==> src/rtl/iter_divider.sv <==
// ============================================================================
// Module      : iter_divider
// Description : Iterative restoring radix-2 divider for 33-bit two's
//               complement operands (signedness folded in by the EXE stage).
//               Quotient and remainder are returned sign-extended on a
//               byte-padded result bus together with a one-cycle valid pulse.
//               Optional macro DIV_FAST_ZERO_EN adds a one-cycle path when
//               the dividend or the divisor is zero.
// Revision    : 1.0 - initial release
// ============================================================================
`default_nettype none

module iter_divider #(
    parameter int W  = 33,
    parameter int OW = 40
) (
    input  logic              clk,
    input  logic              reset,
    input  logic [W-1:0]      s_axis_dividend_tdata,
    input  logic              s_axis_dividend_tvalid,
    input  logic [W-1:0]      s_axis_divisor_tdata,
    input  logic              s_axis_divisor_tvalid,
    output logic              s_axis_tready,
    input  logic              cancel,
    output logic [2*OW-1:0]   m_axis_dout_tdata,
    output logic              m_axis_dout_tvalid
);

    localparam int                 C_CNT_W = $clog2(W);
    localparam logic [C_CNT_W-1:0] C_LAST  = C_CNT_W'(W - 1);

    localparam logic [1:0] C_IDLE = 2'd0;
    localparam logic [1:0] C_CALC = 2'd1;
    localparam logic [1:0] C_FIX  = 2'd2;
`ifdef DIV_FAST_ZERO_EN
    localparam logic [1:0] C_DONE = 2'd3;
`endif

    logic [1:0]         r_state;
    logic [1:0]         w_state_nxt;
    logic [C_CNT_W-1:0] r_cnt;
    logic               r_sd;
    logic               r_sq;
    logic               r_dz;
    logic [W-1:0]       r_dvd;      // dividend magnitude, becomes the quotient
    logic [W-1:0]       r_dvs;      // divisor magnitude
    logic [W:0]         r_rem;      // partial remainder
    logic [2*OW-1:0]    r_tdata;
    logic               r_tvalid;

    logic               w_accept;
    logic               w_emit;
    logic               w_last;
    logic [W-1:0]       w_dividend_abs;
    logic [W-1:0]       w_divisor_abs;
    logic [W+1:0]       w_shift;
    logic [W:0]         w_sub;
    logic               w_ge;
    logic [W-1:0]       w_q_fix;
    logic [W-1:0]       w_q_res;
    logic [W-1:0]       w_r_mag;
    logic [W-1:0]       w_r_fix;
    logic [OW-1:0]      w_q_ext;
    logic [OW-1:0]      w_r_ext;
`ifdef DIV_FAST_ZERO_EN
    logic               w_fast;
`endif

    // Operand magnitudes; the most negative value maps onto 2^(W-1) unsigned.
    assign w_dividend_abs = s_axis_dividend_tdata[W-1] ? -s_axis_dividend_tdata
                                                       :  s_axis_dividend_tdata;
    assign w_divisor_abs  = s_axis_divisor_tdata[W-1]  ? -s_axis_divisor_tdata
                                                       :  s_axis_divisor_tdata;

    // One restoring step: shift the next dividend bit in, trial-subtract.
    assign w_shift = {r_rem, r_dvd[W-1]};
    assign w_ge    = (w_shift >= {2'b00, r_dvs});
    assign w_sub   = w_shift[W:0] - {1'b0, r_dvs};
    assign w_last  = (r_cnt == C_LAST);

`ifdef DIV_FAST_ZERO_EN
    assign w_fast  = (s_axis_dividend_tdata == '0) || (s_axis_divisor_tdata == '0);
    // The fast path never iterates, so the remainder magnitude is the
    // latched dividend magnitude (zero when the dividend is zero).
    assign w_r_mag = (r_state == C_DONE) ? r_dvd : r_rem[W-1:0];
`else
    assign w_r_mag = r_rem[W-1:0];
`endif

    // Sign fix. With a zero divisor every step subtracts nothing, so the
    // remainder magnitude equals |dividend| and the fix restores the raw
    // dividend; only the quotient needs forcing to all ones.
    assign w_q_fix = r_sq ? -r_dvd : r_dvd;
    assign w_q_res = r_dz ? '1 : w_q_fix;
    assign w_r_fix = r_sd ? -w_r_mag : w_r_mag;
    assign w_q_ext = OW'($signed(w_q_res));
    assign w_r_ext = OW'($signed(w_r_fix));

    assign s_axis_tready      = (r_state == C_IDLE);
    assign m_axis_dout_tdata  = r_tdata;
    assign m_axis_dout_tvalid = r_tvalid;

    // State register.
    always_ff @(posedge clk or posedge reset) begin
        if (reset) begin
            r_state <= C_IDLE;
        end else begin
            r_state <= w_state_nxt;
        end
    end

    // Next-state decode; cancel overrides both acceptance and completion.
    always_comb begin
        w_state_nxt = r_state;
        w_accept    = 1'b0;
        w_emit      = 1'b0;
        case (r_state)
            C_IDLE: begin
                if (s_axis_dividend_tvalid && s_axis_divisor_tvalid && !cancel) begin
                    w_accept    = 1'b1;
                    w_state_nxt = C_CALC;
`ifdef DIV_FAST_ZERO_EN
                    if (w_fast) begin
                        w_state_nxt = C_DONE;
                    end
`endif
                end
            end
            C_CALC: begin
                if (cancel) begin
                    w_state_nxt = C_IDLE;
                end else if (w_last) begin
                    w_state_nxt = C_FIX;
                end
            end
            C_FIX: begin
                w_emit      = !cancel;
                w_state_nxt = C_IDLE;
            end
`ifdef DIV_FAST_ZERO_EN
            C_DONE: begin
                w_emit      = !cancel;
                w_state_nxt = C_IDLE;
            end
`endif
            default: begin
                w_state_nxt = C_IDLE;
            end
        endcase
    end

    // Datapath: operand capture, one quotient bit per CALC cycle, result register.
    always_ff @(posedge clk or posedge reset) begin
        if (reset) begin
            r_cnt    <= '0;
            r_sd     <= 1'b0;
            r_sq     <= 1'b0;
            r_dz     <= 1'b0;
            r_dvd    <= '0;
            r_dvs    <= '0;
            r_rem    <= '0;
            r_tdata  <= '0;
            r_tvalid <= 1'b0;
        end else begin
            r_tvalid <= 1'b0;
            if (w_accept) begin
                r_sd  <= s_axis_dividend_tdata[W-1];
                r_sq  <= s_axis_dividend_tdata[W-1] ^ s_axis_divisor_tdata[W-1];
                r_dz  <= (s_axis_divisor_tdata == '0);
                r_dvd <= w_dividend_abs;
                r_dvs <= w_divisor_abs;
                r_rem <= '0;
                r_cnt <= '0;
            end else if ((r_state == C_CALC) && !cancel) begin
                r_rem <= w_ge ? w_sub : w_shift[W:0];
                r_dvd <= {r_dvd[W-2:0], w_ge};
                r_cnt <= r_cnt + 1'b1;
            end
            if (w_emit) begin
                r_tdata  <= {w_q_ext, w_r_ext};
                r_tvalid <= 1'b1;
            end
        end
    end

endmodule

`default_nettype wire

==> config.mk <==
export PLATFORM = sky130hd
export DESIGN_NAME = iter_divider
export DESIGN_NICKNAME = d
export VERILOG_FILES = /design/src/rtl/iter_divider.sv
export SDC_FILE = /design/constraint.sdc
export NUM_CORES = 1
export LEC_CHECK = 0
export ABC_AREA = 1
export CORE_MARGIN = 2
export CORE_UTILIZATION = 50
export CTS_BUF_LIST = sky130_fd_sc_hd__clkbuf_8
export CTS_CLUSTER_DIAMETER = 50
export CTS_CLUSTER_SIZE = 28
export DETAILED_ROUTE_END_ITERATION = 10
export PLACE_DENSITY = 0.72
export SLEW_MARGIN = 5
export SYNTH_ARGS = -nofsm -noshare
export SYNTH_HDL_FRONTEND = slang
export SYNTH_SLANG_ARGS = --single-unit
==> constraint.sdc <==
create_clock -name clk -period 15.9 [get_ports clk]
set_clock_uncertainty 0.1 [all_clocks]
set_input_delay 2.385 -clock clk [delete_from_list [all_inputs] [get_ports clk]]
set_output_delay 2.385 -clock clk [all_outputs]
set_load 0.05 [all_outputs]
Yosys cells after proc, flatten, opt, wreduce, memory -nomap -nowiden
Index checks and enable logic that the tools add are counted.

cells by class
  $add $sub $neg = 6
  order comparisons = 1
  equality and inequality tests = 5
  muxes and demuxes = 20
  bitwise operators = 1
  reductions and logical operators = 8

operators with widths
  operator                                               number
  2-to-1 mux 33 bit                                      7
  negator 33 bit                                         4
  2-to-1 mux 34 bit                                      3
  >= comparator 35 x 33 -> 1 bit                         1
  subtractor 34 x 33 -> 34 bit                           1
  zero test 33 bit                                       1
  2-to-1 mux 6 bit                                       2
  adder 6 x 1 -> 6 bit, second input constant            1
  equality test 6 bit, second input constant             1
  2-to-1 mux 2 bit                                       3
  2-to-1 mux 1 bit                                       4
  case mux 2 bit (2 select lines)                        1
  logical AND 1 bit                                      3
  inequality test 3 bit, second input constant           1
  equality test 2 x 1 -> 1 bit, second input constant    1
  equality test 2 bit, second input constant             1
  zero test 2 bit                                        1
  inequality test 2 x 1 -> 1 bit, second input constant  1
  AND reduction 2 bit                                    1
  nonzero test 2 bit                                     1
  zero test 1 bit                                        1
  bitwise XOR 1 bit                                      1

word-level totals
  flip-flop bits (word level) = 185
  output and inout port bits = 82

Depth between registers and ports, before layout
Gate-level depths: netlist (run 1).

  depth after elaboration = 5
  gate-level depth with buffers = 16

Least setup slack after synthesis (run 1)
OpenSTA, ideal clock, no wires.

  path kind = input port to flip-flop
  start = in s_axis_dividend_tdata[0]
  end = reg r_dvd[28]
  library setup time = 0.126 ns
  arrival = 3.520 ns
  path slack = 12.154 ns
  stages on the path = 13
  cells stage by stage = inv_1 ha_1 nand2_1 inv_2 nand3_1 nor2_2 nand2_1 nor2_2 nand3_1 nand2_1 nand2_1 nand3_1 o21ai_0

between the ends
  cells in the longest elaborated chain, start to end = 3

ends and longest elaborated chain
  element               line  source
  start, declared       19    input logic [W-1:0] s_axis_dividend_tdata,
  negator 33 bit        70    assign w_dividend_abs = s_axis_dividend_tdata[W-1] ? -s_axis_dividend_tdata
  2-to-1 mux 33 bit     70
  2-to-1 mux 33 bit     166   if (w_accept) begin
  end signal, assigned  170   r_dvd <= w_dividend_abs;
  end signal, assigned  176   r_dvd <= {r_dvd[W-2:0], w_ge};
  end, declared         45    logic [W-1:0] r_dvd;

No other way between the ends.
A chain may end at the register's enable or synchronous reset.

Worst setup path in the final report (run 1)
  start = in cancel
  end = reg r_tdata[65] (netlist: m_axis_dout_tdata[65])

between the ends
  cells in the longest elaborated chain, start to end = 2

ends and longest elaborated chain
  element               line  source
  start, declared       24    input logic cancel,
  zero test 1 bit       137   w_emit = !cancel;
  2-to-1 mux 1 bit      117   case (r_state)
  end signal, assigned  180   r_tdata <= {w_q_ext, w_r_ext};
  end, declared         48    logic [2*OW-1:0] r_tdata;

No other way between the ends.

==> results of run 1 <==
==> final cells by class <==
| class | instances | share of cell area |
|---|---|---|
| multi-input combinational | 1539 | 0.488 |
| timing repair buffer | 164 | 0.102 |
| clock buffer | 18 | 0.0157 |
| clock inverter | 14 | 0.00954 |
| tap | 341 | 0.0271 |
| sequential | 178 | 0.283 |
| inverter | 311 | 0.0745 |
==> tightest hold or removal path, cell delays in order, from the launching register on <==
cell and delay, ns:
dfrtp_1 0.36, nand2_1 0.05, nand2_1 0.05
==> synthesized netlist by cell type (10+ instances only) <==
cell type,n,area share
a21oi_1,54,0.020
a31oi_1,13,0.0059
buf_1,10,0.0027
buf_2,13,0.0048
buf_4,14,0.0077
clkbuf_1,40,0.011
dfrtp_1,178,0.33
ha_1,39,0.036
inv_1,299,0.082
inv_2,10,0.0027
nand2_1,589,0.16
nand3_1,246,0.090
nand4_1,36,0.016
nor2_1,209,0.057
nor2_2,10,0.0046
nor3_1,22,0.0080
o211ai_1,13,0.0071
o21ai_0,113,0.041
o21ai_1,26,0.0095
o22a_1,10,0.0064
o22ai_1,17,0.0078
or2_2,10,0.0046
xnor2_1,16,0.010
xor2_1,49,0.031
==> power breakdown <==
part           total (uW)  switching (uW)  internal, uW
sequential            719             145           574
clock                 323             202           121
combinational        1670            1120           550
total                2710            1470          1240
==> cells by family (layout without fill, tap and decap cells) <==
| kind of cell | after synthesis | in the layout | synth area share |
|---|---|---|---|
| fa+ha+maj | 40 | 40 | 0.0371 |
| buf+inv | 391 | 507 | 0.114 |
| compound gates | 283 | 283 | 0.121 |
| flops | 178 | 178 | 0.325 |
| simple gates | 1151 | 1151 | 0.361 |
| xor+xnor | 65 | 65 | 0.0416 |
==> per-stage QoR <==
step | std cells | setup slack, ns | power [uW] | utilization | cell area, sq um
2_1_floorplan | 2108 | 8.58 | 1920 | - | 13700
3_3_place_gp | 2533 | 10.77 | 2330 | 0.569 | 15300
3_5_place_dp | 2533 | 10.72 | 2360 | 0.569 | 15300
4_1_cts | 2565 | 11.23 | 2680 | 0.584 | 15700
5_1_grt | 2565 | 10.95 | 2920 | 0.584 | 15700
6_report | 2565 | 11.25 | 2710 | 0.584 | 15700
==> state kept, by name (all words and copies together), names as in the netlist <==
| signal | cells |
|---|---|
| r_state | 2 |
| r_sd | 1 |
| r_rem | 34 |
| m_axis_dout_tvalid | 1 |
| r_dvd | 33 |
| r_dz | 1 |
| r_dvs | 33 |
| m_axis_dout_tdata | 66 |
| r_sq | 1 |
| r_cnt | 6 |
==> worst max-delay path by stage <==
stage / from / to / slack [ns] / cells after the start
after floorplan: reset / m_axis_dout_tdata[0]$_DFFE_PP0P_ / 8.58 / 1
after global placement: cancel / m_axis_dout_tdata[65]$_DFFE_PP0P_ / 10.77 / 8
after detailed placement: cancel / m_axis_dout_tdata[65]$_DFFE_PP0P_ / 10.72 / 8
after CTS: cancel / m_axis_dout_tdata[65]$_DFFE_PP0P_ / 11.23 / 8
after global routing: cancel / m_axis_dout_tdata[65]$_DFFE_PP0P_ / 10.95 / 8
final: cancel / m_axis_dout_tdata[65]$_DFFE_PP0P_ / 11.25 / 8
==> cell usage in the layout (no fill, tap or decap), types with 12 or more instances in the layout <==
cell type,count
dfrtp_1,178
xnor2_1,16
nor3_1,22
nand3_1,245
ha_1,39
o21ai_0,113
nand2_1,589
o211ai_1,13
buf_4,12
clkbuf_8,18
a31oi_1,13
o22ai_1,17
inv_1,299
nand4_1,36
clkdlybuf4s50_1,152
nor2_1,209
xor2_1,49
o21ai_1,26
a21oi_1,54
==> per-layer routing <==
| metal | wire length (um) | vias up |
|---|---|---|
| met3 | 2780 | 54 |
| li1 | - | 6984 |
| met4 | 801 | 0 |
| met5 | 0 | - |
| met1 | 19700 | 6457 |
| met2 | 18000 | 511 |
==> reports/metrics.csv, run 1 <==
stage;metric;value;unit
logic_synthesis;netlist_area;0.0137;sq mm
worst_setup_path;r2r_slack;12.82;ns
global_route;overflow;0;
die;die_h;169;um
global_route;grt_max_degree;92;
logic_synthesis;synth_cell_types;50;
die;initial_core_util;0.508;
sta;min_period_over_period;0.292;
worst_setup_path;path_max_fanout;50;
worst_setup_path;path_delay_family;buffers and inverters;
routing;wl_per_cell;16.1;um
worst_setup_path;crit_slowest_cell;nand3_2;
routing;vias_per_cell;5.46;
cts;htreeDepth;4;
sta;hold_viol;0;
die;core_area;0.0270;sq mm
die;rows;60;
global_route;use_met1;0.433;
sta;slew_headroom;0.420;
die;die_area;0.0287;sq mm
logic_synthesis;synth.avg_cell_area;6.49;sq um
routing;drc;0;
run;max-cap-violations;0;
min_path;whs_endpoint;m_axis_dout_tdata[16]$_DFFE_PP0P_;
global_route;grt_antenna_before_repair;0;
place;dp_hpwl;31900;um
final_layout;areaGrowthSynthToFinish;15.1;%
place;portBuffers;152;
cts;cts_resized;0;
logic_synthesis;async_flop_share;1.00;
logic_synthesis;yosysWarnings;0;
cts;clock_sinks;178;
logic_synthesis;syn_nets;2219;
routing;drtIter0Drc;1370;
routing;routed_wirelength;41300;um
worst_setup_path;start_kind;input pin;
global_route;grt_pass1_wl;66400;um
global_route;grt_use_met2;0.444;
global_route;grt_pass1_vias;12800;
logic_synthesis;synth_cells;2108;
worst_setup_path;crit_top_cell;inv_1;
routing;antenna_left;0;
global_route;grt_busiest_layer;met2;
worst_setup_path;timing.rr.start;r_rem[24]$_DFFE_PP0P_;
cts;cts_hold_buf;0;
worst_setup_path;crit_arrival;4.94;ns
routing;drt-pass1-iter-count;5;
sta;drv_slew;0;
place;gp_congestion;0.990;
logic_synthesis;synthFlopType;dfrtp_1;
cts;clock_latency;0.49;ns
routing;via_count;14000;
logic_synthesis;ys_ff_latch;178;
power_and_ir_drop;powerDensity;172;mW/mm^2
sta;setup_tns;0;ns
cts;clk_path_buf_depth;2;
worst_setup_path;reg2reg_to;r_rem[22]$_DFFE_PP0P_;
worst_setup_path;end_kind;flop;
min_path;min_from;m_axis_dout_tdata[16]$_DFFE_PP0P_;
global_route;grtUsageTotal;0.289;
final_layout;finalNetCount;2322;
worst_setup_path;path_cells;clkdlybuf4s50_1, inv_1, nand3_2, clkinv_1, buf_4, or2_2, o21ai_1, inv_1;
logic_synthesis;synth_edf_count;0;
sta;hold_slack;0.389;ns
sta;layout_min_cycle_time;4.65;ns
die;io_pins;153;
global_route;met3_usage;0.0287;
outcome;status;finished, final reports clean;
power_and_ir_drop;ir_drop;0.0000811;V
cts;clock-root-buffer;clkbuf_8;
final_layout;multi_input_area;0.00768;sq mm
worst_setup_path;crit_buf_inv;5;
cts;post_cts_buffers;0;
final_layout;insertedDiodeCount;0;
worst_setup_path;reg2reg_depth;10;
cts;tritoncts;done;
worst_setup_path;criticalPathCategory;input pin to flop;
final_layout;seq_area;0.00445;sq mm
worst_setup_path;required;16.19;ns
die;die_w;169;um
cts;cts_buffers;17;
sta;finalSetupViolations;0;
sta;timing.fmax;215;MHz
sta;max_slew.worst_pin.slew;0.869;ns
logic_synthesis;seq_area_frac_synth;0.325;
min_path;min_path_type;flop to flop;
min_path;whs_path_depth;2;
cts;cts.clk_slew.worst_paths;0.11;ns
power_and_ir_drop;p_leak;0.00795;uW
final_layout;layout-drive-gt1-share;0.0454;
final_layout;fillCellCount;2614;
sta;rsz0062_at_grt;false;
worst_setup_path;critPathMaxStageDelay;0.61;ns
(Power assumes the default switching activity.)
==> run 2: changes to the inputs <==
--- a/config.mk
+++ b/config.mk
@@ -12,7 +12,7 @@
 export CTS_CLUSTER_DIAMETER = 50
 export CTS_CLUSTER_SIZE = 28
 export DETAILED_ROUTE_END_ITERATION = 10
-export PLACE_DENSITY = 0.72
+export PLACE_DENSITY = 0.75
 export SLEW_MARGIN = 5
 export SYNTH_ARGS = -nofsm -noshare
 export SYNTH_HDL_FRONTEND = slang
==> constraint.sdc (replaced) <==
create_clock -name clk -period 4.2 [get_ports clk]
set_clock_uncertainty 0.1 [all_clocks]
set_input_delay 0.63 -clock clk [delete_from_list [all_inputs] [get_ports clk]]
set_output_delay 0.63 -clock clk [all_outputs]
set_load 0.05 [all_outputs]
==> run 2 against run 1 <==
Cell count about the same. Cell area increased by 0.14%. Worst hold slack got worse by 0.0023 ns. Sequential share of layout area about the same. Total power increased to 3.8 times the previous value. Critical path depth increased by 5. Largest power group unchanged. Combinational power increased to 3.8 times the previous value. Via count increased by 0.86%. Sequential power increased to 3.8 times the previous value. Routed wire length decreased by 0.18%.
==> reports/metrics.csv, run 2 (synthesis gave the netlist of run 1 again) <==
stage;metric;value;unit;change
routing;routed_wirelength;41200;um;-0.18%
sta;setup_tns;0;ns;unchanged
final_layout;layout-drive-gt1-share;0.0467;;+0.00131
sta;max_slew.worst_pin.slew;0.972;ns;+0.103 ns
routing;via_count;14100;;+0.86%
cts;tritoncts;done;;
cts;clock_sinks;178;;unchanged
cts;clock-root-buffer;clkbuf_8;;
sta;slew_headroom;0.352;;-0.0680
run;max-cap-violations;0;;unchanged
sta;rsz0062_at_grt;false;;
global_route;grt_pass1_wl;66300;um;-0.14%
sta;finalSetupViolations;0;;unchanged
worst_setup_path;path_max_fanout;35;;-30%
power_and_ir_drop;powerDensity;653;mW/mm^2;+280%
sta;min_period_over_period;0.655;;
global_route;grt_max_degree;179;;+95%
cts;post_cts_buffers;0;;unchanged
final_layout;mostFrequentLayoutCells;589 x nand2_1, 298 x inv_1, 245 x nand3_1, 209 x nor2_1, 178 x dfrtp_1;;
cts;htreeDepth;4;;unchanged
worst_setup_path;end_kind;flop;;
cts;clk_path_buf_depth;2;;unchanged
power_and_ir_drop;p_leak;0.00797;uW;+0.17%
min_path;min_path_type;flop to flop;;
sta;timing.fmax;363;MHz;
routing;antenna_left;0;;unchanged
die;core_area;0.0270;sq mm;unchanged
die;die_h;169;um;unchanged
worst_setup_path;crit_start;r_rem[26]$_DFFE_PP0P_;;
final_layout;largest_reg_flops;66;;unchanged
final_layout;final_common_cell;nand2_1;;
die;io_pins;153;;unchanged
sta;layout_min_cycle_time;2.75;ns;
min_path;min_from;m_axis_dout_tdata[18]$_DFFE_PP0P_;;
worst_setup_path;timing.rr.start;r_rem[26]$_DFFE_PP0P_;;
global_route;grt_antenna_before_repair;0;;unchanged
global_route;overflow;0;;unchanged
cts;cts.clk_slew.worst_paths;0.11;ns;about the same
worst_setup_path;start_kind;flop;;
final_layout;areaGrowthSynthToFinish;15.2;%;
routing;drc;0;;unchanged
cts;cts_buffers;17;;unchanged
outcome;status;finished, final reports clean;;
final_layout;finalNetCount;2324;;+0.086%
worst_setup_path;crit_arrival;3.07;ns;-1.87 ns
cts;clock_latency;0.49;ns;about the same
place;dp.cells;2535;;+0.079%
power_and_ir_drop;power.total;10300;uW;+280%
global_route;grtUsageTotal;0.289;;+0.000620
sta;drv_slew;0;;unchanged
power_and_ir_drop;ir_drop;0.000318;V;+290%
final_layout;fin_util;0.585;;+0.000835
place;dp_hpwl;31900;um;about the same
sta;hold_slack;0.386;ns;-0.00230 ns
place;portBuffers;152;;unchanged
global_route;grt_pass1_vias;12900;;+1.0%
cts;cts_resized;0;;unchanged
worst_setup_path;criticalPathCategory;flop to flop;;
die;initial_core_util;0.508;;unchanged
routing;wl_per_cell;16.0;um;-0.26%
die;rows;60;;unchanged
worst_setup_path;required;4.52;ns;-11.67 ns
cts;cts_hold_buf;0;;unchanged
routing;drtIter0Drc;1285;;-6.2%
place;gp_congestion;1.00;;+1.3%
routing;drt-pass1-iter-count;7;;+2
sta;hold_viol;0;;unchanged
die;die_area;0.0287;sq mm;unchanged
die;die_w;169;um;unchanged
final_layout;layoutNonFillerInstCount;2567;;+0.078%
routing;vias_per_cell;5.50;;+0.78%
final_layout;insertedDiodeCount;0;;unchanged
-- run 2: layout make-up --
class	instances	area, sq um
Fill cell	2645	11200
Multi-Input combinational cell	1539	7680
Sequential cell	178	4450
Timing Repair Buffer	166	1640
Inverter	311	1170
Tap cell	341	427
Clock buffer	19	262
Clock inverter	13	133
-- run 2: per-stage QoR --
stage               area, sq um  worst slack, ns
floorplan                 13700             1.19
global placement          15400             1.43
detailed placement        15400             1.39
CTS                       15800             1.50
global route              15800             1.27
finish                    15800             1.45
-- run 2: path summary, 6_finish.rpt --
path,slack [ns],to,cells past startpoint
max,1.45,r_rem[28]$_DFFE_PP0P_,13
min reg2reg,0.39,m_axis_dout_tdata[18]$_DFFE_PP0P_,2
min in group asynchronous,0.69,r_cnt[4]$_DFFE_PP0P_,3
min,0.39,m_axis_dout_tdata[18]$_DFFE_PP0P_,2
max in group asynchronous,2.60,r_dvs[19]$_DFFE_PP0P_,3
max reg2reg,1.45,r_rem[28]$_DFFE_PP0P_,13
-- run 2: critical path, cell delays in order, from the launching register on --
cell and delay [ns]:
dfrtp_1 0.54, ha_1 0.45, nand2_1 0.13, nor2_2 0.16, nand2_1 0.12, nor2_2 0.20
nand3_1 0.17, nand2_2 0.13, nor2_4 0.06, nand2_8 0.21, nand2_4 0.17, o21ai_2 0.10
nand2_1 0.07, nand2_1 0.06
-- run 2: where the power goes --
group	switching (uW)	internal [uW]
Combinational	4220	2100
Sequential	546	2170
Clock	781	474
-- run 2: per-layer routing --
metal  global-route usage  vias up  wire [um]  share of wire
li1                     -     7008          -              -
met2                0.452      539      17900           0.44
met1                0.434     6535      19900           0.48
met4               0.0702        0        655          0.016
met5                    0        -          0              0
met3               0.0250       44       2720          0.066
